**config.mk**
```make
export PLATFORM = sky130hd
export DESIGN_NAME = serial_word_capture_flat
export DESIGN_NICKNAME = d
export VERILOG_FILES = /design/src/rtl/serial_word_capture_if.sv /design/src/rtl/serial_word_capture.sv /design/src/flat_wrapper.sv
export SDC_FILE = /design/constraint.sdc
export NUM_CORES = 1
export LEC_CHECK = 0
export ABC_CLOCK_PERIOD_IN_PS = 2150
export BUFFER_PORTS_ARGS = -buffer_cell sky130_fd_sc_hd__buf_2
export CAP_MARGIN = 20
export CORE_MARGIN = 2
export CORE_UTILIZATION = 50
export CTS_CLUSTER_SIZE = 16
export DETAILED_ROUTE_END_ITERATION = 8
export GPL_ROUTABILITY_DRIVEN = 0
export PLACE_DENSITY = 0.82
export SLEW_MARGIN = 20
export SYNTH_ARGS = -nofsm -noshare
export SYNTH_HDL_FRONTEND = slang
export SYNTH_SLANG_ARGS = --single-unit
```
**constraint.sdc**
```tcl
create_clock -name clk -period 2.15 [get_ports clk]
set_input_delay 0.215 -clock clk [delete_from_list [all_inputs] [get_ports clk]]
set_output_delay 0.215 -clock clk [all_outputs]
set_load 0.02 [all_outputs]
```
**src/rtl/serial_word_capture_if.sv**
```systemverilog
// Handshake bundle between a serial bit source/word sink and serial_word_capture.
// The master drives the serial stream and out_ready; the slave returns the assembled word.
interface serial_word_capture_if #(
    parameter int WIDTH = 8
);
    logic             start;
    logic             bit_in;
    logic             bit_valid;
    logic             out_ready;
    logic [WIDTH-1:0] word_out;
    logic             word_valid;
    logic             busy;
    logic             overrun;

    modport master (
        output start, bit_in, bit_valid, out_ready,
        input  word_out, word_valid, busy, overrun
    );

    modport slave (
        input  start, bit_in, bit_valid, out_ready,
        output word_out, word_valid, busy, overrun
    );
endinterface

```
**src/rtl/serial_word_capture.sv**
```systemverilog
// Collects WIDTH LSB-first serial bits into a word and holds it under a valid/ready
// handshake; a bit arriving while a finished word waits sets a sticky overrun flag.
module serial_word_capture #(
    parameter int WIDTH = 8,
    parameter int CW    = 5
) (
    input  logic                 clk,
    input  logic                 CLR,
    serial_word_capture_if.slave bus
);
    typedef enum logic [1:0] {
        IDLE  = 2'd0,
        SHIFT = 2'd1,
        HOLD  = 2'd2
    } state_t;

    localparam logic [WIDTH-1:0] ONE_HOT0  = {{(WIDTH-1){1'b0}}, 1'b1};
    localparam logic [CW-1:0]    LAST_BIT  = CW'(WIDTH - 1);

    state_t           state_r;
    logic [CW-1:0]    cnt_r;
    logic [WIDTH-1:0] shift_r;
    logic [WIDTH-1:0] word_r;
    logic             word_valid_r;
    logic             busy_r;
    logic             overrun_r;
    logic [WIDTH-1:0] shift_nxt_s;

    // Shift register is cleared at every frame start, so OR-ing the new bit into
    // position cnt_r is enough to place it.
    always_comb begin
        shift_nxt_s = shift_r;
        if (bus.bit_in) begin
            shift_nxt_s = shift_r | (ONE_HOT0 << cnt_r);
        end else begin
            shift_nxt_s = shift_r;
        end
    end

    // Frame FSM with all outputs registered.
    always_ff @(posedge clk) begin
        if (CLR) begin
            state_r      <= IDLE;
            cnt_r        <= {CW{1'b0}};
            shift_r      <= {WIDTH{1'b0}};
            word_r       <= {WIDTH{1'b0}};
            word_valid_r <= 1'b0;
            busy_r       <= 1'b0;
            overrun_r    <= 1'b0;
        end else begin
            case (state_r)
                IDLE: begin
                    if (bus.start) begin
                        state_r <= SHIFT;
                        busy_r  <= 1'b1;
                        cnt_r   <= {CW{1'b0}};
                        shift_r <= {WIDTH{1'b0}};
                    end else begin
                        state_r <= IDLE;
                    end
                end
                SHIFT: begin
                    if (bus.start) begin
                        cnt_r   <= {CW{1'b0}};
                        shift_r <= {WIDTH{1'b0}};
                    end else if (bus.bit_valid) begin
                        shift_r <= shift_nxt_s;
                        if (cnt_r == LAST_BIT) begin
                            state_r      <= HOLD;
                            word_r       <= shift_nxt_s;
                            word_valid_r <= 1'b1;
                            busy_r       <= 1'b0;
                            cnt_r        <= {CW{1'b0}};
                        end else begin
                            cnt_r <= cnt_r + CW'(1);
                        end
                    end else begin
                        state_r <= SHIFT;
                    end
                end
                HOLD: begin
                    // Dropped bit still flags overrun even in the handshake cycle.
                    if (bus.bit_valid) begin
                        overrun_r <= 1'b1;
                    end else begin
                        overrun_r <= overrun_r;
                    end
                    if (bus.out_ready) begin
                        word_valid_r <= 1'b0;
                        if (bus.start) begin
                            state_r <= SHIFT;
                            busy_r  <= 1'b1;
                            cnt_r   <= {CW{1'b0}};
                            shift_r <= {WIDTH{1'b0}};
                        end else begin
                            state_r <= IDLE;
                        end
                    end else begin
                        state_r <= HOLD;
                    end
                end
                default: begin
                    state_r      <= IDLE;
                    cnt_r        <= {CW{1'b0}};
                    shift_r      <= {WIDTH{1'b0}};
                    word_valid_r <= 1'b0;
                    busy_r       <= 1'b0;
                end
            endcase
        end
    end

    assign bus.word_out   = word_r;
    assign bus.word_valid = word_valid_r;
    assign bus.busy       = busy_r;
    assign bus.overrun    = overrun_r;
endmodule

```
**src/flat_wrapper.sv**
```systemverilog
// flat-port wrapper written by rule: the top's interface ports become plain ports
module serial_word_capture_flat 
#(
    parameter int WIDTH = 8,
    parameter int CW    = 5
)
  (clk, CLR, bus_start, bus_bit_in, bus_bit_valid, bus_out_ready, bus_word_out, bus_word_valid, bus_busy, bus_overrun);
  serial_word_capture_if #(.WIDTH(WIDTH)) bus_i ();
  input  logic clk;
  input  logic CLR;
  input wire logic [$bits(bus_i.start)-1:0] bus_start;
  input wire logic [$bits(bus_i.bit_in)-1:0] bus_bit_in;
  input wire logic [$bits(bus_i.bit_valid)-1:0] bus_bit_valid;
  input wire logic [$bits(bus_i.out_ready)-1:0] bus_out_ready;
  output wire logic [$bits(bus_i.word_out)-1:0] bus_word_out;
  output wire logic [$bits(bus_i.word_valid)-1:0] bus_word_valid;
  output wire logic [$bits(bus_i.busy)-1:0] bus_busy;
  output wire logic [$bits(bus_i.overrun)-1:0] bus_overrun;
  assign bus_i.start = bus_start;
  assign bus_i.bit_in = bus_bit_in;
  assign bus_i.bit_valid = bus_bit_valid;
  assign bus_i.out_ready = bus_out_ready;
  assign bus_word_out = bus_i.word_out;
  assign bus_word_valid = bus_i.word_valid;
  assign bus_busy = bus_i.busy;
  assign bus_overrun = bus_i.overrun;
  serial_word_capture #(.WIDTH(WIDTH), .CW(CW)) u_core (.clk(clk), .CLR(CLR), .bus(bus_i));
endmodule
```
==> impl_metrics.ini <==
[placement]
pre_cts_slack_ns = 0.243
dp_hpwl_mm = 1.81
port_buffers = 16
placed_cell_area_um2 = 1280

[worst_hold_path]
min_from = bus_out_ready
min_path_cells = 3
holdCritPathClass = input pin to register
hold_end = u_core.state_r[0]

[synth]
yosys_register_bits = 26
async_flop_share = 0
synth_ff_type = dfxtp_1
yosys_warnings = 0
ys_top_cells_by_count = dfxtp_1 (26), nand2_1 (13), nor2_1 (11)
synthTopCellsByArea = dfxtp_1 (43%), a32o_1 (6.7%), a21oi_1 (4.2%)
ys_seq_area_frac = 0.433
synth_edf_count = 0
synth_top_area_cell = dfxtp_1
syn-num-nets = 138
postSynthAreaPerCell_um2 = 9.17
synth.most_common_cell = dfxtp_1
netlist_instances = 131
syn_area_um2 = 1200
yosysTopAreaCellShare = 0.433
synth_cell_types = 36

[grt]
grt_pass1_wl_mm = 4.43
top_usage_layer = met2
grt.overflow.total = 0
met2_usage = 0.360
grt_antenna_before_repair = 0
grt_use_met3 = 0.0339
grt_util_all_layers = 0.219
grt_max_degree = 21
grt_pass1_vias = 968
grt_use_met1 = 0.274

[finish]
final_area_um2 = 1340
area_delta_synth_final_pct = 11.1
utilization = 0.598
diodes = 0
fin_nets = 151
drive_gt1_frac = 0.203

[worst_setup_path]
r2r-end = u_core.bus.word_out[6]
arrival_ns = 2.09
reg2reg_depth = 5
cp_max_fo = 10
crit_type = register to register
worst_setup_path_start_kind = register
r2r-start = u_core.cnt_r[1]
r2r_slack_ns = 0.27
cp.required_ns = 2.37
cp-end-kind = register

[timing]
fin_ws_ns = 0.274
clock_skew_ns = 0.00433
period_needed_ns = 1.88
slew_headroom = 0.687
timing.fmax_mhz = 533
fin_crit_sh = 0.872
rsz0062_at_grt = no
setup_viol = 0
finalHoldViolations = 0
worstMarginPinSlew_ns = 0.468
fin_setup_tns_ns = 0
drv_slew = 0

[detailed_routing]
antenna_left = 0
routed_wl_mm = 2.64
vias_per_cell = 5.97
drc_errors = 0
drtIter0Drc = 25
routedWlPerCell_um = 15.4
via_count = 1021
dr.pass1.iters = 6

[die]
start_util = 0.538
num_io_pins = 17
die_y_um = 53.0
die_area_um2 = 2810
die_x_um = 53.0
core_area_um2 = 2230
rows = 17

[clock_network]
tritoncts = built
clk_pin_slew_worst_paths_ns = 0.14
ctsRootBufferMaster = clkbuf_4
numCtsBuffers = 3
htree_levels = 1
clockBufferDepth = 2
cts.sinks = 26
clock_latency_ns = 0.33
cts_hold_buf = 0
post_cts_buffers = 0

[power]
p_int_w = 0.000699
p_sw_frac = 0.218
p_leak_nw = 0.492
vdd_drop_max_mv = 0.375
power.total_w = 0.000894
power_frac_seq = 0.553
p_sw_w = 0.000195
clockPowerShare = 0.379
power_density_nw_per_um2 = 670
pwr-share-comb = 0.068

[run]
cap_viol_max_count = 0

[status]
status = complete, no violations
[critical path, stage by stage (launching register included)]
cell and delay, ns:
dfxtp_1 0.51, ha_1 0.26, and4bb_2 0.29, nand3_1 0.31
a211oi_1 0.32, nor3_1 0.08
[logic make-up after synthesis]
logic type / count (synthesis) / synth area share
fa+ha+maj: 1 / 0.0104
flops: 26 / 0.433
buf+inv: 12 / 0.0479
simple gates: 61 / 0.309
compound gates: 30 / 0.191
mux: 1 / 0.00833
[power groups by stage]
stage | Clock [W] | Sequential (W) | Combinational (W)
after floorplan | 0 | 0.000501 | 0.0000452
after global placement | 0 | 0.000504 | 0.0000576
after detailed placement | 0 | 0.000505 | 0.0000604
after CTS | 0.000344 | 0.000494 | 0.0000609
after global routing | 0.000361 | 0.000496 | 0.0000661
final | 0.000339 | 0.000495 | 0.0000608
[cell usage in the layout (no fill, tap or decap), types with 2 or more instances in the layout]
| cell | count |
|---|---|
| a32o_1 | 8 |
| nor2_1 | 11 |
| buf_4 | 2 |
| dfxtp_1 | 25 |
| nand3_1 | 6 |
| a21oi_1 | 10 |
| inv_1 | 2 |
| nor3_1 | 8 |
| nor3b_1 | 4 |
| and3_1 | 3 |
| o21ai_0 | 4 |
| nand2b_1 | 4 |
| buf_2 | 16 |
| clkbuf_4 | 3 |
| nand3b_1 | 3 |
| nand4b_1 | 2 |
| nand2_1 | 13 |
[flip-flops by register name (all words and copies together), names as in the netlist]
register	cells
u_core.bus.word_out	8
u_core.bus.word_valid	1
u_core.cnt_r	5
u_core.bus.overrun	1
u_core.shift_r	8
u_core.bus.busy	1
u_core.state_r	2
[per-stage QoR]
| step | instances | hold WS [ns] |
|---|---|---|
| 3_5_place_dp | 167 | 0.442 |
| 4_1_cts | 171 | 0.138 |
| 5_1_grt | 171 | 0.132 |
| 6_report | 171 | 0.147 |
| 3_3_place_gp | 167 | 0.440 |
| 2_1_floorplan | 131 | 0.351 |
[per-layer routing]
metal  share of wire  wire length, um
met5               0                0
met4           0.023               62
met3           0.055              144
met2            0.49             1300
met1            0.43             1130
[repair_timing]
action | CTS | global route
setup endpoints to repair | 0 | 1
resized for setup | 0 | 1
hold endpoints to repair | 0 | 0
[layout make-up]
class,count,area (um2)
Inverter,2,7.51
Multi-Input combinational cell,93,623
Tap cell,28,35.0
Timing Repair Buffer,18,95.1
Clock buffer,3,22.5
Sequential cell,26,522
Fill cell,203,898
Clock inverter,1,30.0
[how the worst max path moves through the flow]
stage | startpoint | endpoint | slack (ns) | cells past startpoint
global placement | u_core.cnt_r[0] | u_core.bus.word_out[6] | 0.34 | 5
detailed placement | u_core.cnt_r[0] | u_core.bus.word_out[6] | 0.24 | 5
global route | u_core.cnt_r[1] | u_core.bus.word_out[6] | 0.04 | 5
floorplan | u_core.cnt_r[1] | u_core.bus.word_out[6] | 0.57 | 5
finish | u_core.cnt_r[1] | u_core.bus.word_out[6] | 0.27 | 5
CTS | u_core.cnt_r[0] | u_core.bus.word_out[6] | 0.22 | 5
No activity file was read; power rests on OpenSTA's default activity.
